<file path="src/rtl/frame_ingress_pkg.sv">
// frame_ingress_pkg: FSM state encoding, default start-of-frame marker
// and a clog2 helper used to size the optional inter-byte timer.
package frame_ingress_pkg;

   typedef enum logic [1:0] {
      ST_IDLE    = 2'd0,
      ST_LEN     = 2'd1,
      ST_PAYLOAD = 2'd2,
      ST_CHECK   = 2'd3
   } state_t;

   localparam logic [7:0] DEFAULT_SOF = 8'h7E;

   // Bits needed to count 0..v-1, never less than one.
   function automatic int clog2_min1(input int v);
      int n;
      n = 0;
      while ((1 << n) < v) n++;
      return (n < 1) ? 1 : n;
   endfunction

endpackage

</file>
<file path="src/rtl/sat_counter8.sv">
// sat_counter8: 8-bit event counter that sticks at 255.
// Ports: i_clk, i_rst_n (async, active-low), i_inc (count strobe), o_value.
module sat_counter8 (
   input  logic       i_clk,
   input  logic       i_rst_n,
   input  logic       i_inc,
   output logic [7:0] o_value
);

   always_ff @(posedge i_clk or negedge i_rst_n) begin
      if (!i_rst_n) begin
         o_value <= 8'd0;
      end else if (i_inc && (o_value != 8'hFF)) begin
         o_value <= o_value + 8'd1;
      end
   end

endmodule

</file>
<file path="src/rtl/frame_ingress.sv">
// frame_ingress: parses SOF/LEN/payload/XOR-checksum frames from a byte
// stream and writes payload into the circular buffer transactionally
// (push write index at frame start, pop it to discard a bad frame).
// Optional inter-byte timeout: define FRAME_INGRESS_TIMEOUT_EN.
// Ports: i_clk, i_rst_n (async, active-low), i_rx_data/i_rx_valid (bytes in),
//   i_data_size (buffer fill), o_data/o_write_en (payload write),
//   o_push_write_index/o_pop_write_index, o_frame_ok/o_frame_err strobes,
//   o_ok_count/o_err_count (saturating), o_busy (not IDLE).
module frame_ingress
   import frame_ingress_pkg::*;
#(
   parameter int         MAX_LEN        = 64,
   parameter int         BUFFER_SIZE    = 256,
   parameter logic [7:0] SOF_BYTE       = DEFAULT_SOF,
   parameter int         TIMEOUT_CYCLES = 1024
) (
   input  logic        i_clk,
   input  logic        i_rst_n,
   input  logic [7:0]  i_rx_data,
   input  logic        i_rx_valid,
   input  logic [15:0] i_data_size,
   output logic [7:0]  o_data,
   output logic        o_write_en,
   output logic        o_push_write_index,
   output logic        o_pop_write_index,
   output logic        o_frame_ok,
   output logic        o_frame_err,
   output logic [7:0]  o_ok_count,
   output logic [7:0]  o_err_count,
   output logic        o_busy
);

   localparam logic [15:0] USABLE = 16'(BUFFER_SIZE - 1);

   if ((MAX_LEN < 1) || (MAX_LEN > 255) ||
       (BUFFER_SIZE < 2) || (TIMEOUT_CYCLES < 2)) begin : g_bad_cfg
      $error("frame_ingress: parameter out of range");
   end

   state_t      state;
   logic [7:0]  remaining;
   logic [7:0]  chk;
   logic [15:0] free_space;
   logic        len_bad;
   logic        ok_ev;
   logic        err_ev;
   logic        to_ev;
   logic        to_pop;

`ifdef FRAME_INGRESS_TIMEOUT_EN
   localparam int TW = clog2_min1(TIMEOUT_CYCLES);

   logic [TW-1:0] timer;

   // Counts idle cycles inside a frame; the TIMEOUT_CYCLES-th one fires.
   always_ff @(posedge i_clk or negedge i_rst_n) begin
      if (!i_rst_n) begin
         timer <= '0;
      end else if ((state == ST_IDLE) || i_rx_valid || to_ev) begin
         timer <= '0;
      end else begin
         timer <= timer + 1'b1;
      end
   end

   assign to_ev  = (state != ST_IDLE) && !i_rx_valid &&
                   (timer == TW'(TIMEOUT_CYCLES - 1));
   // Only PAYLOAD/CHECK follow a push, so only they need a rewind.
   assign to_pop = to_ev &&
                   ((state == ST_PAYLOAD) || (state == ST_CHECK));
`else
   assign to_ev  = 1'b0;
   assign to_pop = 1'b0;
`endif

   always_comb begin
      free_space = (i_data_size >= USABLE) ? 16'd0 : (USABLE - i_data_size);
      len_bad    = (i_rx_data == 8'd0) ||
                   (i_rx_data > 8'(MAX_LEN)) ||
                   ({8'd0, i_rx_data} > free_space);
      ok_ev      = 1'b0;
      err_ev     = to_ev;
      if (i_rx_valid) begin
         unique case (1'b1)
            (state == ST_LEN): begin
               err_ev = len_bad;
            end
            (state == ST_CHECK): begin
               ok_ev  = (i_rx_data == chk);
               err_ev = (i_rx_data != chk);
            end
            default: ;
         endcase
      end
   end

   always_ff @(posedge i_clk or negedge i_rst_n) begin
      if (!i_rst_n) begin
         state              <= ST_IDLE;
         remaining          <= 8'd0;
         chk                <= 8'd0;
         o_data             <= 8'd0;
         o_write_en         <= 1'b0;
         o_push_write_index <= 1'b0;
         o_pop_write_index  <= 1'b0;
         o_frame_ok         <= 1'b0;
         o_frame_err        <= 1'b0;
         o_busy             <= 1'b0;
      end else begin
         o_write_en         <= 1'b0;
         o_push_write_index <= 1'b0;
         o_pop_write_index  <= to_pop;
         o_frame_ok         <= ok_ev;
         o_frame_err        <= err_ev;
         if (to_ev) begin
            state  <= ST_IDLE;
            o_busy <= 1'b0;
         end else if (i_rx_valid) begin
            unique case (state)
               ST_IDLE: begin
                  if (i_rx_data == SOF_BYTE) begin
                     state  <= ST_LEN;
                     o_busy <= 1'b1;
                  end
               end
               ST_LEN: begin
                  if (len_bad) begin
                     state  <= ST_IDLE;
                     o_busy <= 1'b0;
                  end else begin
                     o_push_write_index <= 1'b1;
                     remaining          <= i_rx_data;
                     chk                <= i_rx_data;
                     state              <= ST_PAYLOAD;
                  end
               end
               ST_PAYLOAD: begin
                  o_write_en <= 1'b1;
                  o_data     <= i_rx_data;
                  chk        <= chk ^ i_rx_data;
                  remaining  <= remaining - 8'd1;
                  if (remaining == 8'd1) state <= ST_CHECK;
               end
               ST_CHECK: begin
                  o_pop_write_index <= !ok_ev;
                  state             <= ST_IDLE;
                  o_busy            <= 1'b0;
               end
               default: begin
                  state  <= ST_IDLE;
                  o_busy <= 1'b0;
               end
            endcase
         end
      end
   end

   sat_counter8 u_ok_cnt (
      .i_clk   (i_clk),
      .i_rst_n (i_rst_n),
      .i_inc   (ok_ev),
      .o_value (o_ok_count)
   );

   sat_counter8 u_err_cnt (
      .i_clk   (i_clk),
      .i_rst_n (i_rst_n),
      .i_inc   (err_ev),
      .o_value (o_err_count)
   );

endmodule

</file>
<file path="config.mk">
export PLATFORM = sky130hd
export DESIGN_NAME = frame_ingress
export DESIGN_NICKNAME = d
export VERILOG_FILES = /design/src/rtl/frame_ingress_pkg.sv /design/src/rtl/sat_counter8.sv /design/src/rtl/frame_ingress.sv
export SDC_FILE = /design/constraint.sdc
export NUM_CORES = 1
export LEC_CHECK = 0
export ABC_AREA = 1
export CORE_ASPECT_RATIO = 1.75
export CORE_UTILIZATION = 45
export CTS_CLUSTER_DIAMETER = 120
export CTS_CLUSTER_SIZE = 25
export DETAILED_ROUTE_END_ITERATION = 7
export GPL_TIMING_DRIVEN = 0
export PLACE_DENSITY_LB_ADDON = 0.2
export REMOVE_ABC_BUFFERS = 1
export SLEW_MARGIN = 5
export SYNTH_ARGS = -nofsm -noshare
export SYNTH_HDL_FRONTEND = slang
export SYNTH_SLANG_ARGS = --single-unit
</file>
<file path="constraint.sdc">
create_clock -name i_clk -period 1.7 [get_ports i_clk]
set_clock_uncertainty 0.05 [all_clocks]
set_input_delay 0.34 -clock i_clk [delete_from_list [all_inputs] [get_ports i_clk]]
set_output_delay 0.34 -clock i_clk [all_outputs]
set_load 0.01 [all_outputs]
</file>
==> qor.csv <==
stage,metric,value,unit
power,p_per_area,1170,nW/µm²
timing,fmax,428,MHz
grt,globalRouteMet2Util,43.5,%
power,power.total,5230,µW
synth,synth_common_cells,"113 x nand2_1, 48 x dfrtp_1, 36 x inv_1",
die,pin_count,57,
clock_tree,cts_sinks,48,
layout,layout-drive-gt1-share,32.5,%
power,comb_power_share,41.5,%
setup_path,critPathMostFrequentCell,nand2_1,
power,internal-power,3270,µW
setup_path,worstPathArrival,2.47,ns
timing,relSlewSlack,66.7,%
grt,busiest_layer,met2,
grt,gr-usage-met3,2.80,%
place,port_buffers,56,
setup_path,worstSetupEndpointType,flip-flop,
route,via_count,2884,
synth,yosysTopAreaCellShare,40.1,%
synth,async_reset_ff_share,100,%
clock_tree,clk_path_buf_depth,2,
power,netSwitchingPower,1970,µW
timing,timing.final.crit_share,137,%
layout,stdcell_area,4480,µm²
synth,ys_warn_count,0,
die,rows,39,
synth,ys.flop_type,dfrtp_1,
synth,synthCells,377,
layout,diodes,0,
layout,finalNetCount,503,
synth,synth_area_leaders,"dfrtp_1 40%, nand2_1 14%, ha_1 5.4%",
place,pre_cts_ws,-1.49,ns
run,cap_viol_max_count,0,
setup_path,criticalPathCategory,primary input to flip-flop,
outcome,violations,negative setup slack,
power,switching_share,37.6,%
timing,grt_setup_unrepaired,true,
power,p_seq_share,36.0,%
place,gp_congestion,0.798,
grt,grt_pass1_vias,2830,
power,ir_worst_vdd,0.766,mV
route,wl,8240,µm
grt,grt_max_degree,32,
grt,overflow,0,
layout,area_delta_synth_final,49.5,%
clock_tree,h-tree-depth,2,
timing,worst_slack,-0.635,ns
grt,antenna_found_initial,0,
synth,synth.distinct_cells,31,
route,via_per_inst,5.28,
timing,hold_violations,0,
grt,grt_pass1_wl,12800,µm
clock_tree,path_clk_slew,0.06,ns
synth,synth.avg_cell_area,7.94,µm²
hold_path,hold_path.class,primary input to flip-flop,
setup_path,startpoint_type,primary input,
setup_path,worst_ep_required_time,1.83,ns
clock_tree,numCtsBuffers,5,
timing,setup_viol,28,
die,die-area,6990,µm²
route,firstDrtPassIters,4,
setup_path,crit_chain,buf_8 > inv_4 > ha_4 > nand2_4 > nor2_4 > nand2_4 > or2_4 > ha_4 > nand2_2 > nand2_1 > nand2_1 > nand2_1 > nand2_1 > nand2_2 > nand3_4 > buf_12 > nand3_4 > buf_4 > nand3_1 > nand2_1,
timing,tns,-15.91,ns
power,pwr-share-clk,22.5,%
outcome,status,finished with violations,
timing,tightest_slew,0.497,ns
clock_tree,clk_latency,0.29,ns
die,fp.dieW,63.6,µm
route,first_iter_violations,191,
synth,synth_largest_area_cell,dfrtp_1,
setup_path,max_stage_delay,0.26,ns
setup_path,slowest_stage,or2_4,
route,route.detailed.drc,0,
route,antenna_left,0,
synth,netlist_area,2990,µm²
synth,synth-seq-cells,48,
place,dp_hpwl,4920,µm
synth,synth.most_common_cell,nand2_1,
setup_path,critPathMaxFanout,5,
place,dpl_cell_area,3610,µm²
die,core,6490,µm²
synth,synth_edf_count,0,
clock_tree,clockRootBuffer,clkbuf_16,
power,p_leak,0.00213,µW
die,die-height,110,µm
route,routedWlPerCell,15.1,µm
timing,slew_violations,0,
synth,seq_area_frac_synth,40.1,%
timing,fin_crit,2.33,ns
grt,grtUsageTotal,23.6,%
grt,met1_usage,26.6,%
die,initial_core_util,46.1,%
clock_tree,tritoncts,built,
-- timing repair --
item | CTS | global route
pin swaps | 34 | 20
gates resized for setup | 107 | 56
buffers inserted | 14 | 9
setup endpoints to repair | 37 | 55
endpoints found under the hold margin | 19 | 0
cloned | 5 | 1
hold buffers | 1 | 0
-- stage by stage --
stage / hold slack, ns / cells / utilization, %
floorplan: -0.00559 / 369 / -
global placement: 0.416 / 507 / 55.5
detailed placement: 0.277 / 508 / 55.7
CTS: 0.438 / 536 / 64.9
global route: 0.412 / 546 / 69.0
finish: 0.388 / 546 / 69.0
-- layout by cell type, fill, tap and decap left out, drive strengths merged --
master / n
nand2: 122
dfrtp: 48
inv: 42
o21ai: 35
nand3: 33
buf: 33
clkdlybuf4s50: 28
nor2: 23
xnor2: 15
ha: 13
xor2: 12
clkbuf: 12
clkdlybuf4s15: 8
or2: 8
nand4: 8
nor3: 8
dlygate4sd2: 4
a21oi: 3
dlymetal6s2s: 2
o21a: 1
nand3b: 1
nor4: 1
o31ai: 1
clkinv: 1
bufinv: 1
dlygate4sd3: 1
-- sequential cells by signal, indices dropped and copies added (netlist names), named ones only --
register	count
u_err_cnt.o_value	8
o_write_en	1
o_pop_write_index	1
u_ok_cnt.o_value	8
remaining	8
o_push_write_index	1
o_frame_err	1
o_frame_ok	1
chk	8
o_data	8
o_busy	1
state	1
-- worst max-delay path: cells and delay by family --
family | cells | cell delay (ns)
adders and majority gates | 2 | 0.39
buffers and inverters | 4 | 0.46
and+or+nand+nor | 14 | 1.26
-- worst paths after layout --
path	startpoint	endpoint	slack (ns)	cells past startpoint
worst max-delay path	i_data_size[8]	chk[4]$_DFFE_PN0P_	-0.63	20
worst min-delay path	i_rx_data[7]	o_data[7]$_DFFE_PN0P_	0.39	3
worst max register to register	state[0]$_DFFE_PN0P_	chk[1]$_DFFE_PN0P_	-0.06	7
worst min register to register	o_data[7]$_DFFE_PN0P_	o_data[7]$_DFFE_PN0P_	0.43	2
max in group asynchronous	i_rst_n	remaining[4]$_DFFE_PN0P_	0.57	3
min in group asynchronous	i_rst_n	o_data[5]$_DFFE_PN0P_	0.51	2
-- logic make-up after synthesis --
kind of cell / share of synthesized area (%)
AO/OA/AOI/OAI: 8.36
XOR/XNOR: 7.90
adder cells (fa/ha/maj): 5.43
buffers and inverters: 7.15
flip-flops: 40.1
AND/OR/NAND/NOR: 31.0
-- layer usage --
layer / part of all wire, % / vias to the layer above / wire length (µm)
met4: 3.8 / 0 / 312
met5: 0 / - / 0
li1: - / 1390 / -
met2: 56 / 86 / 4590
met3: 3.5 / 29 / 292
met1: 37 / 1379 / 3050
-- layout make-up --
cell class	count	area, µm²
sequential	48	1200
multi-input combinational	284	2020
inverter	42	170
clock inverter	2	38.8
fill	489	2010
clock buffer	6	139
tap	82	103
timing repair buffer	82	800
-- power by group through the flow --
| stage | clock (µW) | sequential, µW | combinational [µW] |
|---|---|---|---|
| 3_5_place_dp | 0 | 1840 | 1780 |
| 2_1_floorplan | 0 | 1870 | 1050 |
| 4_1_cts | 1180 | 1840 | 1950 |
| 5_1_grt | 1240 | 1930 | 2380 |
| 3_3_place_gp | 0 | 1830 | 1740 |
| 6_report | 1180 | 1880 | 2170 |
Power figures use the tool's default switching activity.
